==> src/rtl/cpu_axi_pkg.sv <==
// Shared AXI read-side constants, arbiter state encoding and latched AR request.
package cpu_axi_pkg;

   localparam logic [2:0] AXI_SIZE_WORD  = 3'b010;
   localparam logic [1:0] AXI_BURST_INCR = 2'b01;
   localparam logic [1:0] AXI_RESP_OKAY  = 2'b00;
   localparam logic [7:0] AXI_LINE_LEN   = 8'd7;

   typedef enum logic [1:0] {
      ST_IDLE = 2'd0,
      ST_ADDR = 2'd1,
      ST_DATA = 2'd2
   } rd_state_e;

   // AR fields owned by the arbiter for the transaction in flight.
   typedef struct packed {
      logic [3:0]  id;
      logic [31:0] addr;
      logic [7:0]  len;
   } ar_req_t;

endpackage

==> src/rtl/axi_read_arbiter_rr.sv <==
// Two-input round-robin pick with a last-grant register (1 = data granted last).
module rr_arbiter2 (
   input  logic clk,
   input  logic rst,
   input  logic req_i,
   input  logic req_d,
   input  logic upd_en,
   input  logic upd_d,
   output logic pick_d,
   output logic any_req
);

   logic last_d;

   // Last-grant history; starts at data so inst wins the first tie.
   always_ff @(posedge clk) begin
      if (rst)
         last_d <= 1'b1;
      else if (upd_en)
         last_d <= upd_d;
   end

   // Data wins when alone, or on a tie when inst was granted last.
   always_comb begin
      any_req = req_i | req_d;
      pick_d  = req_d & (~req_i | ~last_d);
   end

endmodule

==> src/rtl/axi_read_arbiter.sv <==
// Shares one AXI read port between the inst and data cache refill masters.
// One outstanding burst at a time; R beats are steered by grant, not by rid.
module axi_read_arbiter
   import cpu_axi_pkg::*;
#(
   parameter logic [7:0] I_ARLEN = AXI_LINE_LEN,
   parameter logic [7:0] D_ARLEN = AXI_LINE_LEN,
   parameter logic [3:0] I_ARID  = 4'd0,
   parameter logic [3:0] D_ARID  = 4'd1
)(
   input  logic        clk,
   input  logic        rst,
   // inst requester
   input  logic [31:0] i_araddr,
   input  logic        i_arvalid,
   output logic        i_arready,
   output logic [31:0] i_rdata,
   output logic        i_rvalid,
   output logic        i_rlast,
   input  logic        i_rready,
   // data requester
   input  logic [31:0] d_araddr,
   input  logic        d_arvalid,
   output logic        d_arready,
   output logic [31:0] d_rdata,
   output logic        d_rvalid,
   output logic        d_rlast,
   input  logic        d_rready,
   // AXI read master
   output logic [3:0]  m_arid,
   output logic [31:0] m_araddr,
   output logic [7:0]  m_arlen,
   output logic [2:0]  m_arsize,
   output logic [1:0]  m_arburst,
   output logic        m_arvalid,
   input  logic        m_arready,
   input  logic [3:0]  m_rid,
   input  logic [31:0] m_rdata,
   input  logic [1:0]  m_rresp,
   input  logic        m_rlast,
   input  logic        m_rvalid,
   output logic        m_rready,
   output logic        burst_err
);

   rd_state_e  state, state_nx;
   ar_req_t    ar_lat;
   logic       grant_d;
   logic [7:0] beat_cnt;
   logic       pick_d;
   logic       any_req;
   logic       start;
   logic       ar_hs;
   logic       r_hs;
   logic       beat_bad;

   assign start = (state == ST_IDLE) && any_req;
   assign ar_hs = (state == ST_ADDR) && m_arready;
   assign r_hs  = (state == ST_DATA) && m_rvalid && m_rready;

   // A beat is malformed if it carries the wrong id, a non-OKAY response,
   // or its rlast disagrees with the beat count expected from arlen.
   assign beat_bad = (m_rid != ar_lat.id)
                  || (m_rresp != AXI_RESP_OKAY)
                  || (m_rlast && (beat_cnt != ar_lat.len))
                  || ((beat_cnt == ar_lat.len) && !m_rlast);

   rr_arbiter2 u_rr (
      .clk     (clk),
      .rst     (rst),
      .req_i   (i_arvalid),
      .req_d   (d_arvalid),
      .upd_en  (ar_hs),
      .upd_d   (grant_d),
      .pick_d  (pick_d),
      .any_req (any_req)
   );

   assign m_arid    = ar_lat.id;
   assign m_araddr  = ar_lat.addr;
   assign m_arlen   = ar_lat.len;
   assign m_arsize  = AXI_SIZE_WORD;
   assign m_arburst = AXI_BURST_INCR;

   // State register.
   always_ff @(posedge clk) begin
      if (rst)
         state <= ST_IDLE;
      else
         state <= state_nx;
   end

   // Grant and AR fields are captured once in IDLE and held for the whole burst.
   always_ff @(posedge clk) begin
      if (rst) begin
         grant_d <= 1'b0;
         ar_lat  <= '0;
      end else if (start) begin
         grant_d <= pick_d;
         if (pick_d)
            ar_lat <= '{id: D_ARID, addr: d_araddr, len: D_ARLEN};
         else
            ar_lat <= '{id: I_ARID, addr: i_araddr, len: I_ARLEN};
      end
   end

   // Beat counter: cleared at grant, advanced on each accepted R beat.
   always_ff @(posedge clk) begin
      if (rst)
         beat_cnt <= 8'd0;
      else if (start)
         beat_cnt <= 8'd0;
      else if (r_hs)
         beat_cnt <= beat_cnt + 8'd1;
   end

   // Sticky protocol error: bad accepted beat, or any R traffic outside DATA.
   always_ff @(posedge clk) begin
      if (rst)
         burst_err <= 1'b0;
      else if ((r_hs && beat_bad) || (m_rvalid && (state != ST_DATA)))
         burst_err <= 1'b1;
   end

   // Next state plus AR/R steering; the non-granted side always sees zeros.
   always_comb begin
      state_nx  = state;
      m_arvalid = 1'b0;
      m_rready  = 1'b0;
      i_arready = 1'b0;
      d_arready = 1'b0;
      i_rvalid  = 1'b0;
      i_rdata   = '0;
      i_rlast   = 1'b0;
      d_rvalid  = 1'b0;
      d_rdata   = '0;
      d_rlast   = 1'b0;
      case (state)
         ST_IDLE: begin
            if (any_req)
               state_nx = ST_ADDR;
         end
         ST_ADDR: begin
            m_arvalid = 1'b1;
            if (m_arready) begin
               i_arready = ~grant_d;
               d_arready = grant_d;
               state_nx  = ST_DATA;
            end
         end
         ST_DATA: begin
            if (grant_d) begin
               m_rready = d_rready;
               d_rvalid = m_rvalid;
               d_rdata  = m_rdata;
               d_rlast  = m_rlast;
            end else begin
               m_rready = i_rready;
               i_rvalid = m_rvalid;
               i_rdata  = m_rdata;
               i_rlast  = m_rlast;
            end
            if (m_rvalid && m_rready && m_rlast)
               state_nx = ST_IDLE;
         end
         default: state_nx = ST_IDLE;
      endcase
   end

endmodule
==> config.mk <==
export PLATFORM = sky130hd
export DESIGN_NAME = axi_read_arbiter
export DESIGN_NICKNAME = d
export VERILOG_FILES = /design/src/rtl/cpu_axi_pkg.sv /design/src/rtl/axi_read_arbiter_rr.sv /design/src/rtl/axi_read_arbiter.sv
export SDC_FILE = /design/constraint.sdc
export NUM_CORES = 1
export LEC_CHECK = 0
export ABC_AREA = 1
export CELL_PAD_IN_SITES_DETAIL_PLACEMENT = 1
export CELL_PAD_IN_SITES_GLOBAL_PLACEMENT = 1
export CORE_ASPECT_RATIO = 0.8
export CORE_MARGIN = 5
export CORE_UTILIZATION = 20
export CTS_CLUSTER_SIZE = 24
export DETAILED_ROUTE_END_ITERATION = 10
export GPL_TIMING_DRIVEN = 0
export PLACE_DENSITY_LB_ADDON = 0.1
export SLEW_MARGIN = 30
export SYNTH_ARGS = -nofsm -noshare
export SYNTH_HDL_FRONTEND = slang
export SYNTH_SLANG_ARGS = --single-unit
==> constraint.sdc <==
create_clock -name clk -period 1.6 [get_ports clk]
set_input_delay 0.32 -clock clk [delete_from_list [all_inputs] [get_ports clk]]
set_output_delay 0.32 -clock clk [all_outputs]
set_load 0.02 [all_outputs]
======== After elaboration in Yosys (flattened, before gate mapping) ========
Cells that the tools add are included.
storage, ports and cells
  input port bits ......................... 111
  output and inout bits ................... 122
  register bits ........................... 57
  logic and storage cells ................. 68
operators by class
  equal/unequal tests ..................... 9
  mux-type cells .......................... 25
  bitwise logic cells ..................... 6
  add/subtract/negate cells ............... 1
  reductions and logical operators ........ 19
operators with widths
  cell                                                   number
  2-to-1 mux 32 bit                                      4
  2-to-1 mux 41 bit                                      1
  2-to-1 mux 1 bit                                       16
  logical AND 1 bit                                      10
  adder 8 x 1 -> 8 bit, second input constant            1
  == test 8 bit                                          1
  inequality test 8 bit                                  1
  2-to-1 mux 2 bit                                       3
  inequality test 2 bit, second input constant           3
  case mux 2 bit (3 select lines)                        1
  logical OR 1 bit                                       4
  inequality test 4 bit                                  1
  inverter 1 bit                                         3
  AND reduction 3 bit                                    1
  == test 2 x 1 -> 1 bit, second input constant          1
  == test 2 bit, second input constant                   1
  logical NOT 2 bit                                      1
  inequality test 2 x 1 -> 1 bit, second input constant  1
  OR 1 bit                                               2
  nonzero test 2 bit                                     1
  OR reduction 2 bit                                     1
  AND 1 bit                                              1
  logical NOT 1 bit                                      1

======== Depth between registers and ports, before layout ========
  depth after elaboration ................. 6
  depth in mapped cells ................... 8
  gate-level depth less buffers ........... 8

======== Modules after synthesis ========
From an unflattened synthesis, not the netlist that was laid out.
unflattened totals
  cell total of the unflattened synthesis .. 453
  area, all modules ....................... 2771.4 um^2
by module, submodules not included
  module            area each (um^2)  times used  sequential area each (um^2)  cells each
  axi_read_arbiter  2717.6            1           900.9                        445
  rr_arbiter2       53.8              1           20.0                         8

======== Worst setup path before layout ========
OpenSTA, ideal clock, no wires.
  path kind ............................... reg-to-output
  from .................................... register state[0]
  to ...................................... output d_arready
  required time ........................... 1.280 ns
  arrival time ............................ 1.222 ns
  cell stages (with the launch flop) ...... 5
  path buffers ............................ 0
  setup slack ............................. 0.058 ns
  path through ............................ dfxtp_1 -> inv_1 -> nor2_1 -> nand2_1 -> nor2_1
on the way
  cells in the longest elaborated chain, start to end .. 2
RTL lines
  what                    RTL line                 RTL
  start, declared         axi_read_arbiter.sv:46   rd_state_e state, state_nx;
  start signal, assigned  axi_read_arbiter.sv:90   state <= state_nx;
  == test 2 x 1 -> 1 bit  axi_read_arbiter.sv:138  case (state)
  2-to-1 mux 1 bit        axi_read_arbiter.sv:138
  end, declared           axi_read_arbiter.sv:24   output logic d_arready,
No other way between the ends.

======== Worst setup path in the final report ========
  from .................................... register state[0]
  to ...................................... output d_rdata[9]
on the way
  cells in the longest elaborated chain, start to end .. 2
RTL lines
  what               RTL line                 RTL
  == test 2 bit      axi_read_arbiter.sv:138
  2-to-1 mux 32 bit  axi_read_arbiter.sv:138
  end, declared      axi_read_arbiter.sv:25   output logic [31:0] d_rdata,
No other way between the ends.

==> impl_metrics.yaml <==
global_routing:
  grt.overflow.total: 0
  grt_use_total: 0.160
  grt_max_degree: 15
  grt_pass1_wl_um: 20700
  antenna_found_initial: 0
  grt_pass1_vias: 3759
clock_tree:
  htreeDepth: 2
  clock_latency_ns: 0.29
  cts_root_buffer: "clkbuf_16"
  numCtsBuffers: 5
  cts_tree: "built"
  cts_max_path_buffers: 2
  cts.sink_count: 46
  cts.reportedPaths.clkPinSlew_ns: 0.07
layout:
  antennaDiodeCount: 0
  stdcell_area_sq_um: 6050
  final_common_cell: "clkdlybuf4s50_1"
  fin_nets: 780
  final_cell_mix: "122 x clkdlybuf4s50_1, 57 x nor2_1, 54 x buf_6"
  final_util: 0.469
  final_cell_count_no_fill: 844
  multi_input_area_sq_um: 1770
  area_growth_pct: 129
  seqCellArea_sq_um: 928
  drive_gt1_frac: 0.326
  fillCellCount: 1529
power_and_ir_drop:
  clkPwrFrac: 0.291
  power_frac_seq: 0.341
  power_density_nw_per_um2: 641
  p_comb_frac: 0.368
  internal_power_mw: 2.62
  switchingPower_mw: 1.26
  vdd_drop_max_mv: 0.540
  leakagePower_nw: 2.86
  p_sw_frac: 0.324
place:
  place_inst: 816
  io_buffer_count: 219
  placed_cell_area_sq_um: 5100
  gp_congestion: 0.799
  dp_hpwl_um: 10500
worst_setup_path:
  slowest_stage: "dfxtp_2"
  worstPathMaxFanout: 5
  path_cells: "inv_2 > nand2_4 > clkinv_8 > nand2_8 > buf_8 > nor2_1 > buf_4"
  start_kind: "flip-flop"
  cp.required_ns: 1.28
  reg2regPathDepth: 7
  worst_setup_path_end_kind: "output pin"
  worstPathArrival_ns: 1.37
  slowest_delay_ns: 0.32
  critPathKind: "flip-flop to output pin"
route:
  drt.antenna.violating_nets: 0
  drt_iter0_drc: 89
  via_per_inst: 4.24
  routed-via-count: 3577
  drc: 0
  routed_wl_um: 14000
  wl_per_cell_um: 16.6
  drt_first_pass_iters: 4
floorplan:
  row_count: 37
  ios: 233
  core_region_area_sq_um: 12900
  initial_core_util: 0.205
  die_y_um: 113
  dieArea_sq_um: 15700
  die_width_um: 139
sta:
  fin_worst_hold_slack_ns: 0.459
  finalWorstSetupSlack_ns: -0.0873
  setup_viol: 58
  skew_ns: 0.00394
  drv_slew: 0
  rsz0062_at_grt: "true"
  period_needed_ns: 1.69
  fin_crit_sh: 1.05
  hold_viol_final: 0
  fmax_mhz: 593
yosys:
  synth_edf_count: 0
  yosys_warnings: 0
  synth_cell_type_count: 29
  synth_area_leaders: "dfxtp_1 35%, nor2_1 16%, o31ai_1 9.4%, nand2_1 7.8%, inv_1 6.7%"
  yosysSeqAreaShare: 0.348
  synth_area_sq_um: 2650
  syn-instance-count: 411
  ys_ff_latch: 46
  synthArstFlopShare: 0
  synth_top_area_share: 0.348
  ys.flop_type: "dfxtp_1"
  yosys.area.top_type: "dfxtp_1"
  synth_area_per_cell_sq_um: 6.44
status:
  violations: "negative setup slack"
  outcome: "finished with violations"
worst_hold_path:
  holdCritPathClass: "flip-flop to flip-flop"
  hold_depth: 2
run:
  maxCapViolations: 0
## registers in the layout, summed over array words and instances (netlist names)
| signal | cells |
|---|---|
| burst_err | 1 |
| u_rr.last_d | 1 |
| beat_cnt | 8 |
| state | 2 |
| grant_d | 1 |
| m_araddr | 32 |
| m_arlen | 1 |
## area by class of cell
cell class,instances,area share
timing repair buffer,236,0.403
multi-input combinational,290,0.293
sequential,46,0.153
buffer,38,0.0519
tap,175,0.0362
inverter,51,0.0358
clock buffer,7,0.0252
clock inverter,1,0.00145
## what timing repair did
action,CTS,global route
endpoints found under the setup margin,81,118
hold buffers,0,0
pin swaps,1,6
setup buffers,3,9
gates resized for setup,436,153
cloned,3,5
## per-stage QoR
step | total power, mW | setup TNS (ns) | setup slack (ns)
floorplan | 1.90 | 0 | 0.0582
global placement | 2.57 | -37.90 | -0.461
detailed placement | 2.60 | -42.78 | -0.527
CTS | 3.79 | -4.31 | -0.120
global route | 4.09 | -6.12 | -0.170
finish | 3.88 | -1.89 | -0.0873
## synth_stat cells, types with 3 or more instances
| master | n |
|---|---|
| nor2_1 | 114 |
| clkbuf_2 | 3 |
| o21ai_0 | 34 |
| nand4_1 | 3 |
| a21oi_1 | 10 |
| o21ai_1 | 3 |
| nand3_1 | 4 |
| inv_1 | 47 |
| inv_2 | 4 |
| o31ai_1 | 33 |
| buf_2 | 17 |
| dfxtp_1 | 46 |
| nor3_1 | 4 |
| nand2_1 | 55 |
| buf_4 | 16 |
## worst paths after layout
kind / startpoint / slack [ns] / endpoint
max: state[0] / -0.09 / d_rdata[9]
min: m_araddr[4] / 0.46 / m_araddr[4]
max reg2reg: state[0] / 0.13 / m_araddr[26]
min reg2reg: m_araddr[4] / 0.46 / m_araddr[4]
## power groups by stage
stage / Combinational [mW] / Sequential, mW / Clock, mW
final: 1.43 / 1.32 / 1.13
after global routing: 1.53 / 1.34 / 1.21
after CTS: 1.30 / 1.32 / 1.16
after detailed placement: 1.25 / 1.34 / 0
after global placement: 1.23 / 1.34 / 0
after floorplan: 0.448 / 1.45 / 0
## routing by layer
metal,vias up,part of all wire,track usage
met4,0,0.012,0.0235
met3,13,0.069,0.0562
li1,1794,-,-
met5,-,0,0
met1,1658,0.41,0.192
met2,112,0.51,0.284
## critical path, delay by kind of cell, from the launching register on
| kind | cells | cell delay (ns) |
|---|---|---|
| buf+inv | 4 | 0.48 |
| flops | 1 | 0.32 |
| simple gates | 3 | 0.27 |
## kinds of logic after synthesis
kind of cell,count (synthesis),share of synthesized area
flip-flops,46,0.348
XOR/XNOR,2,0.00662
adder cells (fa/ha/maj),1,0.00473
buffers and inverters,89,0.158
other,2,0.00284
AND/OR/NAND/NOR,189,0.292
AO/OA/AOI/OAI,82,0.188
(Power assumes the default switching activity.)
